--- src/rtl/disp_sched_pkg.sv ---
// Shared types and constants for the display scheduler: FSM states, decimal
// limits, overflow patterns and the shift-add-3 step used by the BCD converter.
package disp_sched_pkg;

    typedef enum logic [1:0] {IDLE, ARB, CONV, SHOW} state_t;

    localparam int unsigned DEC_LIMIT   = 9999;
    localparam logic [15:0] BCD_SAT     = 16'h9999;
    localparam logic [15:0] BCD_ERR     = 16'hEEEE;
    localparam int unsigned CONV_CYCLES = 16;

    // One double-dabble iteration: correct every digit >= 5, then shift in the next bit.
    function automatic logic [15:0] bcd_step(input logic [15:0] acc, input logic bit_in);
        logic [15:0] adj;
        logic [3:0]  nib;
        adj = '0;
        for (int unsigned i = 0; i < 4; i++) begin
            nib = acc[i*4 +: 4];
            if (nib >= 4'd5) nib = nib + 4'd3;
            adj[i*4 +: 4] = nib;
        end
        return {adj[14:0], bit_in};
    endfunction

endpackage

--- src/rtl/disp_scheduler_if.sv ---
// Request/display bundle between the sources, the scheduler and the display mux.
interface disp_scheduler_if #(
    parameter int NSRC = 4,
    parameter int W    = 16
);
    logic [NSRC-1:0]   req;
    logic [NSRC-1:0]   bcd_mode;
    logic [NSRC*W-1:0] src_value;
    logic [NSRC-1:0]   grant;
    logic [W-1:0]      disp_value;
    logic              disp_valid;
    logic              conv_busy;
    logic              ovf;

    modport slave (
        input  req, bcd_mode, src_value,
        output grant, disp_value, disp_valid, conv_busy, ovf
    );

    modport master (
        output req, bcd_mode, src_value,
        input  grant, disp_value, disp_valid, conv_busy, ovf
    );
endinterface

--- src/rtl/disp_scheduler_bin2bcd_seq.sv ---
// Sequential 16-bit binary to 4-digit BCD converter (shift-add-3), one bit per cycle.
module bin2bcd_seq
    import disp_sched_pkg::*;
(
    input  logic        clk,
    input  logic        rst,
    input  logic        start,
    input  logic [15:0] bin,
    output logic        done,
    output logic [15:0] bcd
);
    logic [15:0] sh;
    logic [4:0]  cnt;

    // The first bit is shifted in at load, so the remaining 15 steps finish with
    // done asserted in the 16th cycle after start.
    always_ff @(posedge clk) begin
        if (rst) begin
            sh   <= '0;
            bcd  <= '0;
            cnt  <= '0;
            done <= 1'b0;
        end else begin
            done <= 1'b0;
            if (start) begin
                bcd <= {15'b0, bin[15]};
                sh  <= {bin[14:0], 1'b0};
                cnt <= 5'(CONV_CYCLES - 1);
            end else if (cnt != 5'd0) begin
                bcd  <= bcd_step(bcd, sh[15]);
                sh   <= {sh[14:0], 1'b0};
                cnt  <= cnt - 5'd1;
                done <= (cnt == 5'd1);
            end
        end
    end
endmodule

--- src/rtl/disp_scheduler.sv ---
// Round-robin owner of the 4-digit display with optional BCD conversion per source.
// DISP_SAT_EN: decimal overflow shows 9999 instead of the EEEE error pattern.
module disp_scheduler
    import disp_sched_pkg::*;
#(
    parameter int NSRC  = 4,
    parameter int DWELL = 50_000_000,
    parameter int W     = 16
) (
    input  logic               clk,
    input  logic               rst,
    disp_scheduler_if.slave    bus
);
    localparam int PW = $clog2(NSRC);
    localparam int DW = $clog2(DWELL);
    localparam logic [DW-1:0] DWELL_LAST = DW'(DWELL - 1);
`ifdef DISP_SAT_EN
    localparam logic [W-1:0] OVF_PAT = W'(BCD_SAT);
`else
    localparam logic [W-1:0] OVF_PAT = W'(BCD_ERR);
`endif

    state_t          state_q, state_n;
    logic [PW-1:0]   ptr_q;
    logic [DW-1:0]   dwell_q;
    logic [NSRC-1:0] grant_q;
    logic [W-1:0]    disp_q;
    logic [W-1:0]    snap_q;
    logic            valid_q, busy_q, ovf_q;

    logic            win_ok, win_dec, conv_start, conv_done;
    logic [PW-1:0]   win_idx, ptr_nxt, idx;
    logic [W-1:0]    win_val;
    logic [15:0]     conv_bcd;

    // Search starts at the pointer and wraps modulo NSRC, so NSRC need not be a power of two.
    always_comb begin
        win_ok  = 1'b0;
        win_idx = '0;
        idx     = '0;
        for (int unsigned i = 0; i < NSRC; i++) begin
            idx = PW'((32'(ptr_q) + i) % NSRC);
            if (!win_ok && bus.req[idx]) begin
                win_ok  = 1'b1;
                win_idx = idx;
            end
        end
        win_val = '0;
        for (int unsigned i = 0; i < NSRC; i++) begin
            if (PW'(i) == win_idx) win_val = bus.src_value[i*W +: W];
        end
        win_dec = bus.bcd_mode[win_idx];
        ptr_nxt = (win_idx == PW'(NSRC - 1)) ? '0 : win_idx + PW'(1);
    end

    always_comb begin
        state_n    = state_q;
        conv_start = 1'b0;
        case (state_q)
            IDLE: if (|bus.req) state_n = ARB;
            ARB: begin
                if (!win_ok) begin
                    state_n = IDLE;
                end else if (win_dec) begin
                    state_n    = CONV;
                    conv_start = 1'b1;
                end else begin
                    state_n = SHOW;
                end
            end
            CONV: if (conv_done) state_n = SHOW;
            SHOW: if (dwell_q == '0) state_n = ARB;
            default: state_n = IDLE;
        endcase
    end

    always_ff @(posedge clk) begin
        if (rst) state_q <= IDLE;
        else     state_q <= state_n;
    end

    always_ff @(posedge clk) begin
        if (rst) begin
            ptr_q   <= '0;
            dwell_q <= '0;
            grant_q <= '0;
            disp_q  <= '0;
            snap_q  <= '0;
            valid_q <= 1'b0;
            busy_q  <= 1'b0;
            ovf_q   <= 1'b0;
        end else begin
            busy_q <= (state_n == CONV);
            case (state_q)
                ARB: begin
                    ovf_q <= 1'b0;
                    if (win_ok) begin
                        grant_q <= NSRC'(1) << win_idx;
                        ptr_q   <= ptr_nxt;
                        snap_q  <= win_val;
                        if (!win_dec) begin
                            disp_q  <= win_val;
                            valid_q <= 1'b1;
                            dwell_q <= DWELL_LAST;
                        end
                    end else begin
                        grant_q <= '0;
                        valid_q <= 1'b0;
                    end
                end
                CONV: begin
                    if (conv_done) begin
                        valid_q <= 1'b1;
                        dwell_q <= DWELL_LAST;
                        if (32'(snap_q) > DEC_LIMIT) begin
                            ovf_q  <= 1'b1;
                            disp_q <= OVF_PAT;
                        end else begin
                            disp_q <= W'(conv_bcd);
                        end
                    end
                end
                SHOW: if (dwell_q != '0) dwell_q <= dwell_q - DW'(1);
                default: ;
            endcase
        end
    end

    bin2bcd_seq u_bcd (
        .clk   (clk),
        .rst   (rst),
        .start (conv_start),
        .bin   (16'(win_val)),
        .done  (conv_done),
        .bcd   (conv_bcd)
    );

    assign bus.grant      = grant_q;
    assign bus.disp_value = disp_q;
    assign bus.disp_valid = valid_q;
    assign bus.conv_busy  = busy_q;
    assign bus.ovf        = ovf_q;
endmodule

--- src/flat_wrapper.sv ---
// flat-port wrapper written by rule: the top's interface ports become plain ports
module disp_scheduler_flat import disp_sched_pkg::*;
#(
    parameter int NSRC  = 4,
    parameter int DWELL = 50_000_000,
    parameter int W     = 16
)
  (clk, rst, bus_req, bus_bcd_mode, bus_src_value, bus_grant, bus_disp_value, bus_disp_valid, bus_conv_busy, bus_ovf);
  disp_scheduler_if #(.NSRC(NSRC), .W(W)) bus_i ();
  input  logic clk;
  input  logic rst;
  input wire logic [$bits(bus_i.req)-1:0] bus_req;
  input wire logic [$bits(bus_i.bcd_mode)-1:0] bus_bcd_mode;
  input wire logic [$bits(bus_i.src_value)-1:0] bus_src_value;
  output wire logic [$bits(bus_i.grant)-1:0] bus_grant;
  output wire logic [$bits(bus_i.disp_value)-1:0] bus_disp_value;
  output wire logic [$bits(bus_i.disp_valid)-1:0] bus_disp_valid;
  output wire logic [$bits(bus_i.conv_busy)-1:0] bus_conv_busy;
  output wire logic [$bits(bus_i.ovf)-1:0] bus_ovf;
  assign bus_i.req = bus_req;
  assign bus_i.bcd_mode = bus_bcd_mode;
  assign bus_i.src_value = bus_src_value;
  assign bus_grant = bus_i.grant;
  assign bus_disp_value = bus_i.disp_value;
  assign bus_disp_valid = bus_i.disp_valid;
  assign bus_conv_busy = bus_i.conv_busy;
  assign bus_ovf = bus_i.ovf;
  disp_scheduler #(.NSRC(NSRC), .DWELL(DWELL), .W(W)) u_core (.clk(clk), .rst(rst), .bus(bus_i));
endmodule
--- config.mk ---
export PLATFORM = sky130hd
export DESIGN_NAME = disp_scheduler_flat
export DESIGN_NICKNAME = d
export VERILOG_FILES = /design/src/rtl/disp_sched_pkg.sv /design/src/rtl/disp_scheduler_if.sv /design/src/rtl/disp_scheduler_bin2bcd_seq.sv /design/src/rtl/disp_scheduler.sv /design/src/flat_wrapper.sv
export SDC_FILE = /design/constraint.sdc
export NUM_CORES = 1
export LEC_CHECK = 0
export CAP_MARGIN = 40
export CORE_UTILIZATION = 30
export CTS_BUF_LIST = sky130_fd_sc_hd__clkbuf_4
export CTS_CLUSTER_DIAMETER = 60
export DETAILED_ROUTE_END_ITERATION = 8
export PLACE_DENSITY = 0.51
export SYNTH_ARGS = -nofsm -noshare
export SYNTH_HDL_FRONTEND = slang
export SYNTH_SLANG_ARGS = --single-unit
--- constraint.sdc ---
create_clock -name clk -period 4.85 [get_ports clk]
set_input_delay 0.97 -clock clk [delete_from_list [all_inputs] [get_ports clk]]
set_output_delay 0.97 -clock clk [all_outputs]
set_load 0.03 [all_outputs]
# Word level (Yosys, flattened, before mapping)
# Cells that the tools add are included.
dict set report classes {
  add_sub_neg 10
  order_cmp 10
  n_eq_ne 15
  shifts 1
  mux 60
  n_bitwise 1
  reduce_logical 22
}
# op count
set op_table {}
lappend op_table {{two-way mux 16 bit} 10}
lappend op_table {{two-way mux 26 bit} 4}
lappend op_table {{case mux 26 bit (3 select lines)} 1}
lappend op_table {{case mux 16 bit (2 select lines)} 1}
lappend op_table {{zero test 26 bit} 1}
lappend op_table {{nonzero test 26 bit} 1}
lappend op_table {{subtractor 26 x 1 -> 26 bit (second input constant)} 1}
lappend op_table {{two-way mux 4 bit} 6}
lappend op_table {{two-way mux 1 bit} 20}
lappend op_table {{two-way mux 2 bit} 9}
lappend op_table {{>= comparator 4 x 3 -> 1 bit (second input constant)} 4}
lappend op_table {{greater-than comparator 16 x 14 -> 1 bit (second input constant)} 1}
lappend op_table {{less-than comparator 2 x 3 -> 1 bit (second input constant)} 5}
lappend op_table {{adder 4 x 2 -> 4 bit (second input constant)} 3}
lappend op_table {{binary-select mux 1 bit (select 2 bit)} 5}
lappend op_table {{== test 2 bit (second input constant)} 4}
lappend op_table {{case mux 2 bit (4 select lines)} 1}
lappend op_table {{inequality test 2 x 1 -> 1 bit (second input constant)} 3}
lappend op_table {{AND reduction 3 bit} 2}
lappend op_table {{== test 5 x 1 -> 1 bit (second input constant)} 1}
lappend op_table {{AND reduction 5 bit} 1}
lappend op_table {{nonzero test 5 bit} 1}
lappend op_table {{subtractor 5 x 1 -> 5 bit (second input constant)} 1}
lappend op_table {{adder 2 x 1 -> 2 bit (second input constant)} 2}
lappend op_table {{21 further kinds} 31}
dict set report word_totals {
  ff_bits 106
  in_bits 74
  out_inout_bits 23
  word_cells 134
}

# Logic depth before layout (Yosys ltp)
# Gate-level depths: netlist of the first run.
dict set report logic_depth {
  ltp_word 20
  depth_mapped 15
  mapped_depth_nobuf 12
}

# Hierarchy
# Synthesis of the first run repeated with hierarchy kept, for this count alone.
dict set report unflattened {
  cells_unflattened 711
  hier_area_um2 5688.0
}
# mod n_inst cells_per_inst area_per_inst_um2 seq_area_each_um2
set modules_own_cells {}
lappend modules_own_cells {disp_scheduler 1 504 3807.4 1301.2}
lappend modules_own_cells {bin2bcd_seq 1 207 1880.6 740.7}

# Worst setup path before layout of the first run
# No wires, ideal clock.
dict set report synth_path {
  path_kind {input to register}
  start {in bus_req[0]}
  end {reg u_core.disp_q[15], in the netlist u_core.bus.disp_value[15]}
  setup_time_ns 0.132
  arrival_ns 3.177
  required_ns 4.718
  setup_slack_ns 1.541
  cell_stages 14
  n_path_buf 3
  path_cell_list {and2_1 > o2bb2ai_1 > nor2_1 > ha_1 > clkbuf_1 > nor2b_1 > clkbuf_1 > clkbuf_1 > a221oi_1 > nor3_1 > a21oi_1 > inv_1 > o221ai_1 > a21oi_1}
}
dict set report synth_between {
  elab_chain_cells 20
  elab_cells_between_ends 38
  cone_classes {eq/ne: 5; mux: 25; reduce/logical: 8}
}
# element line
set synth_lines {}
lappend synth_lines {{start: declaration} flat_wrapper.sv:12} ;# input wire logic [$bits(bus_i.req)-1:0] bus_req;
lappend synth_lines {{binary-select mux 1 bit (select 2 bit)} disp_scheduler.sv:43} ;# if (!win_ok && bus.req[idx]) begin
lappend synth_lines {{two-way mux 1 bit (implied by the code)} disp_scheduler.sv:43}
lappend synth_lines {{two-way mux 1 bit} disp_scheduler.sv:43}
lappend synth_lines {{zero test 1 bit} disp_scheduler.sv:43}
lappend synth_lines {{logical AND 1 bit} disp_scheduler.sv:43}
lappend synth_lines {{two-way mux 1 bit} disp_scheduler.sv:43}
lappend synth_lines {{zero test 1 bit} disp_scheduler.sv:43}
lappend synth_lines {{logical AND 1 bit} disp_scheduler.sv:43}
lappend synth_lines {{two-way mux 1 bit} disp_scheduler.sv:43}
lappend synth_lines {{zero test 1 bit} disp_scheduler.sv:43}
lappend synth_lines {{logical AND 1 bit} disp_scheduler.sv:43}
lappend synth_lines {{two-way mux 2 bit} disp_scheduler.sv:43}
lappend synth_lines {{zero test 2 bit} disp_scheduler.sv:50} ;# if (PW'(i) == win_idx) win_val = bus.src_value[i*W +: W];
lappend synth_lines {{two-way mux 16 bit (4 in series)} disp_scheduler.sv:50}
lappend synth_lines {{two-way mux 16 bit} disp_scheduler.sv:101} ;# if (!win_dec) begin
lappend synth_lines {{two-way mux 16 bit} disp_scheduler.sv:97} ;# if (win_ok) begin
lappend synth_lines {{case mux 16 bit (2 select lines)} disp_scheduler.sv:94} ;# case (state_q)
lappend synth_lines {{end signal: assignment} disp_scheduler.sv:102} ;# disp_q <= win_val;
lappend synth_lines {{end signal: assignment} disp_scheduler.sv:119} ;# disp_q <= W'(conv_bcd);
lappend synth_lines {{end: declaration} disp_scheduler.sv:27} ;# logic [W-1:0] disp_q;
# Parallel ways exist; a longest one is shown, timed or not. The select of a mux whose other input is x is not followed.
# A chain may end at the register's enable or synchronous reset.

# Worst setup path after layout of the first run
# Ends and elaborated chain as after synthesis.

==> results_dict.tcl, run 1 <==
set metrics [dict create \
    core_um2 18210 \
    syn_inst 715 \
    synth.yosys.warnings 0 \
    dp.cells 1001 \
    postSynthAreaPerCell_um2 7.915 \
    fin_area_um2 6932 \
    synthDominantCellAreaShare_pct 36.08 \
    swShare_pct 47.73 \
    fin_crit_sh_pct 76.95 \
    grt_setup_unrepaired "false" \
    cts_max_level 3 \
    chipHeight_um 139.3 \
    ys_seq_area_share_pct 36.08 \
    grt_pass1_vias 5385 \
    pwr-share-comb_pct 57.6 \
    place_area_um2 6814 \
    synth_simple_gate_area_share_pct 22.82 \
    hold_viol 0 \
    syn_area_um2 5659 \
    clock_sinks 102 \
    ant_nets 0 \
    synth_adder_area_share_pct 4.201 \
    async_reset_ff_share_pct 0 \
    drt-total-wl_mm 17.25 \
    worst-path-max-fanout 11 \
    fmax_mhz 267.9 \
    p_per_area_nw_per_um2 591.6 \
    diodes 0 \
    area_delta_synth_final_pct 22.49 \
    antenna_found_initial 0 \
    globalplace.congestion 0.8026 \
    cts_setup_buffers 0 \
    setup_tns_ns 0 \
    gr-total-overflow 0 \
    ys_types 59 \
    reg2reg_from "u_core.ptr_q[1]$_SDFFE_PP0P_" \
    power_mw 4.101 \
    rr_worst_depth 13 \
    cap_violations 0 \
    clk_latency_ns 0.47 \
    post_cts_resized 0 \
    internal_power_mw 2.143 \
    worstPathRequired_ns 5.17 \
    vias 5501 \
    synth_edf_count 0 \
    min_path_type "register to register" \
    power.share.clock_pct 10.0 \
    path_clk_slew_ns 0.16 \
    numCtsBuffers 9 \
    cts_root_buf "clkbuf_4" \
    io_buffers 96 \
    yosys.area.top_type "dfxtp_1" \
    final_nets 876 \
    synth_xor_xnor_area_share_pct 0.7738 \
    wl_per_cell_um 16.96 \
    end_kind "register" \
    ys_top_cells_by_area "dfxtp_1, a21oi_1, a211oi_1" \
    outcome "finished clean" \
    timing.rr.end "u_core.bus.disp_value[15]$_SDFFE_PP0P_" \
    drv_slew 0 \
    die-area_um2 19420 \
    p_seq_share_pct 32.4 \
    timing.hold.ws_ns 0.4810 \
    fill_cells 1894 \
    cp.arrival_ns 4.05 \
    postCtsHoldBufs 0 \
    instances_no_fill 1017 \
    holdPathEnd "u_core.u_bcd.sh[1]$_SDFFE_PP0P_" \
    grt_pass1_wl_mm 27.90 \
    cts.path.max_buffers 2 \
    vdd_ir_drop_max_uv 251.1 \
    rows 49 \
    min_from "u_core.u_bcd.sh[1]$_SDFFE_PP0P_" \
    relSlewSlack_pct 42.12 \
    first_iter_violations 315 \
    power.switching_mw 1.957 \
    fin_skew_ns 0.01477 \
    synth_compound_area_share_pct 28.96 \
    muxShareOfSynthArea_pct 0.3537 \
    tightest_slew_ns 0.8681 \
    r2r_slack_ns 1.63 \
    dp_hpwl_mm 12.13 \
    drive_gt1_share_pct 5.711 \
    grt_usage_pct 17.90 \
    viasPerCell 5.409 \
    drc 0 \
    cts_tree "built" \
    period_minus_slack_ns 3.732 \
    ys.flop_type "dfxtp_1" \
    syn-num-nets 808 \
    ys_ff_latch 102 \
    synth_top_family_by_area "compound AO/OA/AOI/OAI gates" \
    first_pass_iters 5 \
    start_util_pct 31.08 \
    setup_viol 0 \
    dp_slack_ns 0.6091 \
    path_class "input port to register" \
    pin_count 97 \
    startpoint_type "input port" \
    cellLeakagePower_nw 2.505 \
    dieWidth_um 139.3 \
    setup_slack_ns 1.118 \
    fin_util_pct 38.07 \
    grt_max_degree 77 \
    hold_depth 2 \
]
==> power by group through the flow <==
stage | registers, mW | clock network, mW | logic (mW)
floorplan | 1.41 | 0 | 1.56
global placement | 1.34 | 0 | 2.27
detailed placement | 1.34 | 0 | 2.37
CTS | 1.32 | 0.429 | 2.38
global route | 1.36 | 0.461 | 2.62
finish | 1.33 | 0.410 | 2.36
==> cells in the final DEF (no fill, tap or decap), types with 20 or more instances in the layout <==
cell,count
a211oi_1,32
a21oi_1,88
clkdlybuf4s50_1,95
dfxtp_1,102
inv_1,36
nand2_1,56
nor2_1,55
nor2b_1,20
nor3_1,33
o21ai_0,29
==> critical path, cell delays in order <==
cell,delay (ns)
clkdlybuf4s50_1,0.47
and2_1,0.21
o2bb2ai_1,0.13
nor2_1,0.38
inv_1,0.15
ha_1,0.25
nor2b_1,0.24
buf_6,0.19
a221oi_1,0.24
nor3_1,0.08
a21oi_1,0.32
inv_1,0.08
o221ai_1,0.24
a21oi_1,0.11
==> cells by family after synthesis <==
logic type                 after synthesis
and+or+nand+nor                        253
buffers and inverters                   91
muxes                                    2
xor gates and xnor gates                 5
DFF                                    102
adders and majority gates               19
AOI/OAI and AO/OA                      243
==> sequential cells by signal (all words and copies together) (netlist names) <==
| signal | count |
|---|---|
| u_core.bus.conv_busy | 1 |
| u_core.bus.disp_valid | 1 |
| u_core.bus.disp_value | 16 |
| u_core.bus.grant | 4 |
| u_core.bus.ovf | 1 |
| u_core.dwell_q | 26 |
| u_core.ptr_q | 2 |
| u_core.snap_q | 12 |
| u_core.state_q | 2 |
| u_core.u_bcd.bcd | 16 |
| u_core.u_bcd.cnt | 5 |
| u_core.u_bcd.done | 1 |
| u_core.u_bcd.sh | 15 |
==> synth_stat cells (3+ instances only) <==
cell and n:
a211oi_1 32, a21oi_1 88, a221oi_1 17, a311oi_1 16
a31oi_1 5, a41o_1 3, and2_1 3, and3_1 17
buf_2 3, buf_6 4, clkbuf_1 44, dfxtp_1 102
ha_1 19, inv_1 36, nand2_1 56, nand2b_1 18
nand3_1 17, nor2_1 55, nor2b_1 20, nor3_1 34
nor3b_1 4, nor4_1 8, o211a_1 6, o211ai_1 3
o21ai_0 29, o221ai_1 16, o31ai_1 12, or3_1 6
xnor2_1 5
==> how the worst max path moves through the flow <==
stage               start                                      to  slack [ns]
2_1_floorplan  bus_req[0]  u_core.bus.disp_value[15]$_SDFFE_PP0P_        1.54
3_3_place_gp   bus_req[1]   u_core.bus.disp_value[9]$_SDFFE_PP0P_        0.53
3_5_place_dp   bus_req[0]  u_core.bus.disp_value[14]$_SDFFE_PP0P_        0.61
4_1_cts        bus_req[0]  u_core.bus.disp_value[14]$_SDFFE_PP0P_        1.14
5_1_grt        bus_req[2]  u_core.bus.disp_value[15]$_SDFFE_PP0P_        0.83
6_report       bus_req[0]  u_core.bus.disp_value[15]$_SDFFE_PP0P_        1.12
==> layout make-up <==
cell class,instances,area [um^2],area share [%]
flip-flops and latches,102,2042,29.46
multi-input cells,522,3243,46.79
clock inverters,7,50.05,0.7220
clock buffers,9,67.56,0.9747
inverters,36,135.1,1.949
repair buffers,112,1107,15.97
well taps,229,286.5,4.134
==> metal layers <==
metal  global-route usage [%]  part of all wire, %  vias to the layer above
met5                        0                    0                        -
li1                         -                    -                     2768
met4                    4.094                  1.3                        0
met3                    3.097                  3.5                       15
met2                    32.03                   51                       85
met1                    22.22                   44                     2633
No activity file was read; power rests on OpenSTA's default activity.
==> run 2: changes to the inputs <==
==> constraint.sdc (replaced) <==
create_clock -name clk -period 3.7 [get_ports clk]
set_input_delay 0.74 -clock clk [delete_from_list [all_inputs] [get_ports clk]]
set_output_delay 0.74 -clock clk [all_outputs]
set_load 0.03 [all_outputs]
==> run 2 against run 1 <==
Final area rose by 2.6%. Power rose by 37%. First-iteration DRC count fell by 1.3%. Register-to-register slack got worse by 0.85 ns. Via count rose by 2.9%. Clock power rose by 62%. Largest cell class unchanged. Largest power group unchanged.
==> results_dict.tcl, run 2 (same netlist as run 1, synthesis figures left out) <==
set metrics [dict create \
    outcome "finished clean" \
    period_minus_slack_ns 3.313 \
    vias 5658 \
    postCtsHoldBufs 0 \
    drt-total-wl_mm 17.56 \
    rows 49 \
    reg2reg_from "u_core.ptr_q[1]$_SDFFE_PP0P_" \
    post_cts_resized 0 \
    gr-total-overflow 0 \
    cts.path.max_buffers 2 \
    power_mw 5.600 \
    path_clk_slew_ns 0.17 \
    cts_max_level 3 \
    setup_tns_ns 0 \
    grt_usage_pct 18.47 \
    cp.arrival_ns 3.67 \
    fin_area_um2 7114 \
    drv_slew 0 \
    viasPerCell 5.472 \
    numCtsBuffers 9 \
    startpoint_type "input port" \
    fin_util_pct 39.07 \
    cts_tree "built" \
    fin_crit_sh_pct 89.53 \
    area_delta_synth_final_pct 25.71 \
    io_buffers 96 \
    chipHeight_um 139.3 \
    die-area_um2 19420 \
    clk_latency_ns 0.47 \
    cap_violations 0 \
    min_path_type "register to register" \
    p_per_area_nw_per_um2 787.1 \
    r2r_slack_ns 0.78 \
    rr_worst_depth 14 \
    antenna_found_initial 0 \
    fin_skew_ns 0.03141 \
    dp_slack_ns -0.09709 \
    setup_viol 0 \
    grt_pass1_wl_mm 28.77 \
    vdd_ir_drop_max_uv 408.6 \
    hold_depth 2 \
    cts_root_buf "clkbuf_4" \
    holdPathEnd "u_core.u_bcd.sh[1]$_SDFFE_PP0P_" \
    instances_no_fill 1034 \
    timing.rr.end "u_core.bus.disp_value[6]$_SDFFE_PP0P_" \
    tightest_slew_ns 0.7801 \
    final_nets 894 \
    start_util_pct 31.08 \
    largest_reg_flops 26 \
    diodes 0 \
    drive_gt1_share_pct 7.950 \
    place_area_um2 6954 \
    dieWidth_um 139.3 \
    min_from "u_core.u_bcd.sh[1]$_SDFFE_PP0P_" \
    regMostFlops "u_core.dwell_q" \
    layout_common_cells "dfxtp_1, clkdlybuf4s50_1, a21oi_1" \
    dp_hpwl_mm 12.56 \
    grt_max_degree 56 \
    wl_per_cell_um 16.98 \
    grt_pass1_vias 5575 \
    first_iter_violations 311 \
    fill_cells 1832 \
    register_area_um2 2042 \
    drc 0 \
    fmax_mhz 301.9 \
    setup_slack_ns 0.3875 \
    end_kind "register" \
    pin_count 97 \
    globalplace.congestion 0.7814 \
    mostFrequentLayoutCell "dfxtp_1" \
    dp.cells 1019 \
    path_class "input port to register" \
    timing.hold.ws_ns 0.4857 \
    hold_viol 0 \
    ant_nets 0 \
    cts_setup_buffers 0 \
    multi_input_area_um2 3243 \
    first_pass_iters 4 \
    worst-path-max-fanout 10 \
    core_um2 18210 \
    clock_sinks 102 \
    relSlewSlack_pct 47.84 \
    worstPathRequired_ns 4.05 \
    cellLeakagePower_nw 2.611 \
    grt_setup_unrepaired "false" \
]
[run 2: layout make-up]
class                           count  share of cell area (%)
Multi-Input combinational cell    522                   45.59
Sequential cell                   102                   28.70
Timing Repair Buffer              130                   17.53
Tap cell                          229                   4.027
Inverter                           36                   1.899
Clock inverter                      5                   1.196
Clock buffer                       10                   1.055
[run 2: power breakdown]
part | switching [mW] | internal, mW | total, mW
clock | 0.385 | 0.281 | 0.666
combinational | 1.90 | 1.29 | 3.19
sequential | 0.295 | 1.44 | 1.74
[run 2: worst max path at each step]
stage | to | startpoint | depth (start not counted) | slack (ns)
after floorplan | u_core.bus.disp_value[15]$_SDFFE_PP0P_ | bus_req[0] | 14 | 0.62
after global placement | u_core.bus.disp_value[4]$_SDFFE_PP0P_ | bus_req[0] | 13 | -0.32
after detailed placement | u_core.bus.disp_value[11]$_SDFFE_PP0P_ | bus_req[0] | 15 | -0.1
after CTS | u_core.bus.disp_value[11]$_SDFFE_PP0P_ | bus_req[0] | 15 | 0.42
after global routing | u_core.bus.disp_value[6]$_SDFFE_PP0P_ | bus_req[0] | 15 | 0.16
final | u_core.bus.disp_value[6]$_SDFFE_PP0P_ | bus_req[0] | 15 | 0.39
[run 2: worst max-delay path, stage by stage]
cell,delay (ns)
clkdlybuf4s50_1,0.46
and2_1,0.21
o211a_1,0.25
nor2_1,0.14
inv_1,0.07
buf_4,0.13
ha_1,0.18
nor2b_1,0.23
buf_6,0.18
a221oi_1,0.25
nor3_1,0.08
a21oi_1,0.34
inv_1,0.08
o221ai_1,0.19
a21oi_1,0.11
[run 2: metal layers]
layer | routed length [um] | up-vias | global-route usage (%) | part of all wire, %
li1 | - | 2800 | - | -
met1 | 7768 | 2734 | 22.76 | 44
met2 | 8970 | 105 | 32.80 | 51
met3 | 526 | 19 | 2.959 | 3.0
met4 | 294 | 0 | 5.673 | 1.7
met5 | 0 | - | 0 | 0
==> run 3: changes to the inputs <==
--- a/config.mk
+++ b/config.mk
@@ -6,9 +6,11 @@
 export NUM_CORES = 1
 export LEC_CHECK = 0
 export CAP_MARGIN = 40
+export CORE_MARGIN = 5
 export CORE_UTILIZATION = 30
 export CTS_BUF_LIST = sky130_fd_sc_hd__clkbuf_4
 export CTS_CLUSTER_DIAMETER = 60
+export CTS_CLUSTER_SIZE = 40
 export DETAILED_ROUTE_END_ITERATION = 8
 export PLACE_DENSITY = 0.51
 export SYNTH_ARGS = -nofsm -noshare
==> run 3 against run 2 <==
Global-route usage is 2.2 points lower. Sequential power hardly changed. Largest power group unchanged. Register-to-register slack worse by 0.03 ns. Non-clock buffer count stayed put. Largest cell class unchanged. Routed wire length is 1.4% higher. Sequential cell count stayed put.
==> results_dict.tcl, run 3 (same netlist as run 1, synthesis figures left out) <==
set metrics [dict create \
    first_pass_iters 5 \
    dieWidth_um 147.3 \
    grt_pass1_vias 5656 \
    grt_pass1_wl_mm 28.84 \
    path_cells "clkdlybuf4s50_1 > and2_1 > o211a_1 > nor2_1 > inv_1 > buf_4 > ha_1 > nor2b_1 > buf_6 > a221oi_1 > nor3_1 > a21oi_1 > inv_1 > o221ai_1 > a21oi_1" \
    cp.arrival_ns 3.69 \
    die-area_um2 21710 \
    clock_sinks 102 \
    cap_violations 0 \
    end_kind "register" \
    grt_setup_unrepaired "false" \
    wl_per_cell_um 17.11 \
    vias 5663 \
    final_nets 894 \
    ant_nets 0 \
    fin_skew_ns 0.008777 \
    worstPathRequired_ns 4.03 \
    cts_tree "built" \
    cts_root_buf "clkbuf_4" \
    worst-path-max-fanout 10 \
    cts.path.max_buffers 2 \
    regMostFlops "u_core.dwell_q" \
    dp_hpwl_mm 12.82 \
    largest_reg_flops 26 \
    postCtsHoldBufs 0 \
    path_buf_inv 5 \
    relSlewSlack_pct 53.58 \
    hold_viol 0 \
    setup_tns_ns 0 \
    area_delta_synth_final_pct 25.18 \
    grt_max_degree 57 \
    start_util_pct 30.36 \
    path_clk_slew_ns 0.15 \
    drc 0 \
    io_buffers 96 \
    tightest_slew_ns 0.6963 \
    dp.cells 1024 \
    gr-total-overflow 0 \
    p_per_area_nw_per_um2 771.4 \
    fill_cells 1917 \
    timing.hold.ws_ns 0.4789 \
    first_iter_violations 306 \
    startpoint_type "input port" \
    cts_setup_buffers 0 \
    fin_crit_sh_pct 90.94 \
    drive_gt1_share_pct 7.816 \
    setup_viol 0 \
    globalplace.congestion 0.7879 \
    period_minus_slack_ns 3.365 \
    post_cts_resized 0 \
    fmax_mhz 297.2 \
    clk_latency_ns 0.45 \
    antenna_found_initial 1 \
    outcome "finished clean" \
    path_delay_family "compound AO/OA/AOI/OAI gates" \
    critPathSlowestCell "clkdlybuf4s50_1" \
    grt_usage_pct 16.22 \
    pin_count 97 \
    mostFrequentLayoutCell "dfxtp_1" \
    instances_no_fill 1041 \
    max_stage_delay_ns 0.47 \
    rows 50 \
    cts_max_level 3 \
    vdd_ir_drop_max_uv 372.6 \
    core_um2 18640 \
    layout_common_cells "dfxtp_1, clkdlybuf4s50_1, a21oi_1" \
    drv_slew 0 \
    cellLeakagePower_nw 2.588 \
    chipHeight_um 147.3 \
    numCtsBuffers 9 \
    drt-total-wl_mm 17.81 \
    min_path_type "register to register" \
    path_class "input port to register" \
    viasPerCell 5.440 \
]
run 3: area by class of cell:
cell class	instances	area [um^2]	share of cell area, %
Antenna cell	1	2.502	0.03532
Sequential cell	102	2042	28.82
Timing Repair Buffer	130	1260	17.79
Tap cell	234	292.8	4.133
Clock inverter	7	41.29	0.5828
Multi-Input combinational cell	522	3243	45.78
Inverter	36	135.1	1.907
Clock buffer	9	67.56	0.9537
run 3: power breakdown:
group / internal (mW) / switching (mW)
combinational: 1.30 / 1.91
clock: 0.133 / 0.379
sequential: 1.44 / 0.303
total: 2.88 / 2.59
run 3: worst paths after layout:
check | slack [ns] | to | from | depth (start not counted)
worst max-delay path | 0.34 | u_core.bus.disp_value[7]$_SDFFE_PP0P_ | bus_req[0] | 15
worst min-delay path | 0.48 | u_core.u_bcd.sh[1]$_SDFFE_PP0P_ | u_core.u_bcd.sh[1]$_SDFFE_PP0P_ | 2
worst max register to register | 0.75 | u_core.bus.disp_value[7]$_SDFFE_PP0P_ | u_core.ptr_q[1]$_SDFFE_PP0P_ | 14
worst min register to register | 0.48 | u_core.u_bcd.sh[1]$_SDFFE_PP0P_ | u_core.u_bcd.sh[1]$_SDFFE_PP0P_ | 2
run 3: per-stage QoR:
stage	util (%)	area, um^2	total power [mW]	setup WS [ns]
after global routing	38.00	7084	5.942	0.2004
final	38.00	7084	5.465	0.3351
after global placement	37.26	6947	4.862	-0.3389
after detailed placement	37.40	6973	4.978	-0.1323
after floorplan	-	5659	3.892	0.6207
after CTS	37.99	7082	5.517	0.4022
run 3: layer usage:
metal	track usage (%)	vias up	wire, um
met5	0	-	0
met4	4.240	0	298
met3	2.930	22	616
met2	30.23	109	9374
met1	19.08	2725	7523
li1	-	2807	-
run 3: worst register-to-register path: cells and delay by family (launching register included):
kind | cells | cell delay (ns)
simple gates | 4 | 0.66
fa+ha+maj | 1 | 0.18
compound gates | 5 | 1.14
flops | 1 | 0.39
buf+inv | 4 | 0.47
